**src/rtl/tdoa_pkg.sv**
```systemverilog
// rtl/tdoa_pkg.sv - shared types, defaults and width helper for the TDOA collector
package tdoa_pkg;

  typedef enum logic [1:0] {
    S_IDLE    = 2'd0,
    S_COLLECT = 2'd1,
    S_COMPUTE = 2'd2,
    S_OUTPUT  = 2'd3
  } state_t;

  localparam int TW_DEFAULT = 32;

  // Width of an index/counter able to hold 0..n-1; never narrower than one bit.
  function automatic int cw(input int n);
    return (n < 2) ? 1 : $clog2(n);
  endfunction

endpackage

```
**src/rtl/tdoa_capture_slot.sv**
```systemverilog
// rtl/tdoa_capture_slot.sv - per-channel timestamp latch, mask bit and one-cycle ack
module tdoa_capture_slot
  import tdoa_pkg::*;
#(
  parameter int TW = TW_DEFAULT
) (
  input  logic          clk,
  input  logic          rst,
  input  logic          cap_en,
  input  logic          clear,
  input  logic          ts_valid,
  input  logic [TW-1:0] ts_in,
  output logic          cand,
  output logic          mask,
  output logic          ack,
  output logic [TW-1:0] ts_out
);

  logic          mask_q, mask_d;
  logic          ack_q, ack_d;
  logic [TW-1:0] ts_q, ts_d;
  logic          capture;

  // A masked channel stays pending until the collector clears the event.
  assign cand = ts_valid & ~mask_q;

  always_comb begin
    capture = cap_en & cand;
    ack_d   = capture;
    ts_d    = capture ? ts_in : ts_q;
    mask_d  = clear ? 1'b0 : (mask_q | capture);
  end

  always_ff @(posedge clk) begin
    if (rst) begin
      mask_q <= 1'b0;
      ack_q  <= 1'b0;
      ts_q   <= '0;
    end else begin
      mask_q <= mask_d;
      ack_q  <= ack_d;
      ts_q   <= ts_d;
    end
  end

  assign mask   = mask_q;
  assign ack    = ack_q;
  assign ts_out = ts_q;

endmodule

```
**src/rtl/tdoa_collector.sv**
```systemverilog
// rtl/tdoa_collector.sv - groups per-mic timestamps into one event and emits deltas vs channel 0
module tdoa_collector
  import tdoa_pkg::*;
#(
  parameter int NCH    = 4,
  parameter int TW     = TW_DEFAULT,
  parameter int WINDOW = 4096
) (
  input  logic                    clk,
  input  logic                    rst,
  input  logic [NCH*TW-1:0]       ts_data,
  input  logic [NCH-1:0]          ts_valid,
  output logic [NCH-1:0]          ts_ack,
  output logic [(NCH-1)*TW-1:0]   delta_out,
  output logic [cw(NCH)-1:0]      first_ch,
  output logic                    out_valid,
  input  logic                    out_ready,
  output logic                    timeout,
  output logic                    busy
);

  localparam int CHW  = cw(NCH);
  localparam int CNTW = cw(WINDOW);

  state_t                  state_q, state_d;
  logic [CNTW-1:0]         cnt_q, cnt_d;
  logic [CHW-1:0]          first_ch_q, first_ch_d;
  logic [(NCH-1)*TW-1:0]   delta_q, delta_d;
  logic                    out_valid_q, out_valid_d;
  logic                    timeout_q, timeout_d;

  logic                    cap_en;
  logic                    clear;
  logic [NCH-1:0]          cand;
  logic [NCH-1:0]          mask;
  logic [TW-1:0]           ts_reg [NCH];
  logic                    full_next;
  logic                    any_cand;
  logic [CHW-1:0]          low_idx;

  for (genvar i = 0; i < NCH; i++) begin : g_slot
    tdoa_capture_slot #(.TW(TW)) u_slot (
      .clk      (clk),
      .rst      (rst),
      .cap_en   (cap_en),
      .clear    (clear),
      .ts_valid (ts_valid[i]),
      .ts_in    (ts_data[i*TW +: TW]),
      .cand     (cand[i]),
      .mask     (mask[i]),
      .ack      (ts_ack[i]),
      .ts_out   (ts_reg[i])
    );
  end

  // Whether the mask would be full if every pending channel captured this edge.
  assign full_next = &(mask | cand);
  assign any_cand  = |cand;

  always_comb begin
    low_idx = '0;
    for (int i = NCH - 1; i >= 0; i--) begin
      if (cand[i]) low_idx = CHW'(i);
    end
  end

  always_comb begin
    state_d     = state_q;
    cnt_d       = cnt_q;
    first_ch_d  = first_ch_q;
    delta_d     = delta_q;
    out_valid_d = out_valid_q;
    timeout_d   = 1'b0;
    cap_en      = 1'b0;
    clear       = 1'b0;

    case (state_q)
      S_IDLE: begin
        cap_en = 1'b1;
        if (any_cand) begin
          first_ch_d = low_idx;
          cnt_d      = '0;
          state_d    = full_next ? S_COMPUTE : S_COLLECT;
        end
      end

      S_COLLECT: begin
        cap_en = 1'b1;
        cnt_d  = cnt_q + 1'b1;
        if (full_next) begin
          state_d = S_COMPUTE;
        end else if (cnt_q == CNTW'(WINDOW - 1)) begin
          // Window expired: partial captures on this edge are refused, not acked.
          cap_en    = 1'b0;
          clear     = 1'b1;
          timeout_d = 1'b1;
          cnt_d     = '0;
          state_d   = S_IDLE;
        end
      end

      S_COMPUTE: begin
        for (int k = 1; k < NCH; k++) begin
          delta_d[(k-1)*TW +: TW] = ts_reg[k] - ts_reg[0];
        end
        state_d = S_OUTPUT;
      end

      S_OUTPUT: begin
        out_valid_d = 1'b1;
        if (out_valid_q && out_ready) begin
          out_valid_d = 1'b0;
          clear       = 1'b1;
          state_d     = S_IDLE;
        end
      end

      default: state_d = S_IDLE;
    endcase
  end

  always_ff @(posedge clk) begin
    if (rst) begin
      state_q     <= S_IDLE;
      cnt_q       <= '0;
      first_ch_q  <= '0;
      delta_q     <= '0;
      out_valid_q <= 1'b0;
      timeout_q   <= 1'b0;
    end else begin
      state_q     <= state_d;
      cnt_q       <= cnt_d;
      first_ch_q  <= first_ch_d;
      delta_q     <= delta_d;
      out_valid_q <= out_valid_d;
      timeout_q   <= timeout_d;
    end
  end

  assign delta_out = delta_q;
  assign first_ch  = first_ch_q;
  assign out_valid = out_valid_q;
  assign timeout   = timeout_q;
  assign busy      = (state_q != S_IDLE);

endmodule

```
**config.mk**
```make
export PLATFORM = sky130hd
export DESIGN_NAME = tdoa_collector
export DESIGN_NICKNAME = d
export VERILOG_FILES = /design/src/rtl/tdoa_pkg.sv /design/src/rtl/tdoa_capture_slot.sv /design/src/rtl/tdoa_collector.sv
export SDC_FILE = /design/constraint.sdc
export NUM_CORES = 1
export LEC_CHECK = 0
export CORE_MARGIN = 2
export CORE_UTILIZATION = 58
export DETAILED_ROUTE_END_ITERATION = 12
export PLACE_DENSITY = 0.88
export SETUP_SLACK_MARGIN = 0.1
export SLEW_MARGIN = 20
export SYNTH_ARGS = -nofsm -noshare
export SYNTH_HDL_FRONTEND = slang
export SYNTH_SLANG_ARGS = --single-unit
```
**constraint.sdc**
```tcl
create_clock -name clk -period 7.1 [get_ports clk]
set_clock_uncertainty 0.05 [all_clocks]
set_input_delay 1.065 -clock clk [delete_from_list [all_inputs] [get_ports clk]]
set_output_delay 1.065 -clock clk [all_outputs]
set_load 0.01 [all_outputs]
```
==> impl_metrics.env <==
export IMPL_synth_area_top_cells="dfxtp_1, nand2_1, a21oi_1"
export IMPL_required_ns=7.47
export IMPL_stdcell_area_um2=17100
export IMPL_p_sw_share_pct=33.0
export IMPL_globalRoute_busiestLayer="met2"
export IMPL_max_clock_freq_ghz=0.285
export IMPL_antennaDiodeCount=0
export IMPL_grt_usage_pct=31.6
export IMPL_power_frac_clock_pct=31.9
export IMPL_insertion_delay_ns=0.54
export IMPL_cts_resized=0
export IMPL_core_um2=23500
export IMPL_crit_fanout=4
export IMPL_layout_drive_gt1_share_pct=3.98
export IMPL_yosys_area_top_type="dfxtp_1"
export IMPL_intPower_mw=2.99
export IMPL_crit_path_end_kind="flop"
export IMPL_arrival_ns=3.87
export IMPL_grt_pass1_vias=12900
export IMPL_crit_path_start_kind="flop"
export IMPL_cts_hold_buf=0
export IMPL_cts_setup_buffers=0
export IMPL_tns_ns=0
export IMPL_clock_path_buffers=3
export IMPL_synth_edf_count=0
export IMPL_final_util_pct=73.0
export IMPL_synth_cell_types=76
export IMPL_cts_tree="built"
export IMPL_ir_drop_mv=0.157
export IMPL_rsz0062_at_grt="false"
export IMPL_status="completed"
export IMPL_cts_buffers=27
export IMPL_switchingPower_mw=1.47
export IMPL_post_route_period_util_pct=49.3
export IMPL_path_clk_slew_ns=0.06
export IMPL_postPlaceCellArea_um2=16300
export IMPL_dp_cells=2285
export IMPL_cts_max_level=1
export IMPL_die_w_um=159
export IMPL_instances_no_fill=2331
export IMPL_drv_slew=0
export IMPL_ys_warnings_count=0
export IMPL_dieArea_um2=25200
export IMPL_dieHeight_um=159
export IMPL_setup_viol_count_final=0
export IMPL_met3_usage_pct=4.93
export IMPL_grt_overflow=0
export IMPL_routed_wl_mm=40.5
export IMPL_p_leak_nw=6.87
export IMPL_fillers=1810
export IMPL_ys_ff_latch=250
export IMPL_area_growth_pct=23.6
export IMPL_syn_num_nets=2053
export IMPL_start_util_pct=59.1
export IMPL_synth_seq_area_share_pct=36.1
export IMPL_port_buffers=239
export IMPL_wl_per_cell_um=17.4
export IMPL_yosysTopAreaCellShare_pct=36.1
export IMPL_grt_antenna_before_repair=0
export IMPL_grt_pass1_wl_mm=63.3
export IMPL_synthCells=1821
export IMPL_syn_area_per_cell_um2=7.62
export IMPL_std_cell_rows=56
export IMPL_fin_total_pwr_mw=4.47
export IMPL_routabilityCongestion=0.953
export IMPL_relSlewSlack_pct=33.0
export IMPL_worstMarginPinSlew_ns=1.01
export IMPL_layout_nets=2227
export IMPL_hold_class="reg2reg"
export IMPL_use_met1_pct=41.8
export IMPL_ant_nets=0
export IMPL_synthArstFlopShare_pct=0
export IMPL_vias_per_cell=5.92
export IMPL_met2_usage_pct=52.5
export IMPL_cts_root_buf="clkbuf_16"
export IMPL_drt_initial_drc_count=936
export IMPL_mappedNetlistArea_um2=13900
export IMPL_worst_slack_ns=3.60
export IMPL_seqPwrFrac_pct=35.2
export IMPL_clock_sinks=250
export IMPL_ios=240
export IMPL_grt_max_degree=113
export IMPL_fin_crit_ns=3.50
export IMPL_pre_cts_ws_ns=3.39
export IMPL_synth_most_common_cell="nand2_1"
export IMPL_ys_flop_type="dfxtp_1"
export IMPL_powerDensity_nw_per_um2=261
export IMPL_crit_type="reg2reg"
export IMPL_dr_pass1_iters=5
export IMPL_place_hpwl_mm=29.7
export IMPL_synth_commonest_cells="nand2_1, a21oi_1, dfxtp_1"
export IMPL_power_frac_comb_pct=32.9
export IMPL_drv_cap=0
export IMPL_drc=0
export IMPL_holdWs_ns=0.400
export IMPL_vias=13800
export IMPL_hold_violations=0
==> final timing paths <==
kind	from	slack, ns	depth (start not counted)	to
setup / recovery	g_slot[0].u_slot.ts_out[0]	3.60	11	delta_out[92]
hold / removal	delta_out[36]	0.40	2	delta_out[36]
setup reg to reg	g_slot[0].u_slot.ts_out[0]	3.60	11	delta_out[92]
hold reg to reg	delta_out[36]	0.40	2	delta_out[36]
==> layer usage <==
layer,share of wire [%],wire (um)
met5,0,0
met4,3.0,1220
met3,8.8,3550
met2,46,18700
met1,42,17100
==> placed cells by master (no fill, tap or decap), types with 14 or more instances in the layout <==
master             n
a21o_1            47
a211oi_1          21
a31oi_1           15
inv_1             65
ha_1              94
nand2_1          440
nand2b_1          14
nand4_1           31
clkbuf_16         27
xnor2_1           45
dfxtp_1          250
nand3_1           33
o21a_1            20
a21oi_1          295
o21ai_0           46
nor3_1            21
nor2_1            83
nor2b_1           15
xor2_1            31
clkdlybuf4s50_1  238
==> cells by family after synthesis <==
| logic type | after synthesis | share of synthesized area (%) |
|---|---|---|
| and+or+nand+nor | 694 | 21.6 |
| AOI/OAI and AO/OA | 534 | 23.0 |
| DFF | 250 | 36.1 |
| buffers and inverters | 168 | 5.41 |
| adders and majority gates | 97 | 8.91 |
| xor gates and xnor gates | 76 | 4.80 |
| muxes | 2 | 0.144 |
==> cell type report <==
cell class | count | area, um2 | area share, %
clock buffers | 37 | 763 | 4.45
clock inverters | 9 | 126 | 0.737
inverters | 65 | 244 | 1.42
multi-input cells | 1403 | 8150 | 47.5
flip-flops and latches | 250 | 5000 | 29.2
well taps | 319 | 399 | 2.33
repair buffers | 248 | 2460 | 14.4
==> worst max-delay path: stages, from the launching register on <==
cell	delay, ns
dfxtp_1	0.38
ha_1	0.27
fa_1	0.46
nor2b_1	0.23
o2111ai_1	0.16
a31o_2	0.30
a211o_1	0.31
a21oi_1	0.30
nor2_1	0.15
o21ai_1	0.37
a21oi_1	0.13
a311o_1	0.28
==> power groups by stage <==
stage                     logic, mW  registers [mW]  clock network, mW
after global placement         1.40            1.60                  0
after floorplan                1.02            1.60                  0
after CTS                      1.45            1.57               1.43
after detailed placement       1.43            1.60                  0
final                          1.47            1.57               1.42
after global routing           1.61            1.58               1.49
==> sequential cells by signal (all words and copies together) (netlist names) <==
signal,cells
timeout,1
cnt_q,12
first_ch,2
g_slot.u_slot.ts_out,128
state_q,2
g_slot.u_slot.mask,4
g_slot.u_slot.ack,4
out_valid,1
delta_out,96
(Power assumes the default switching activity.)
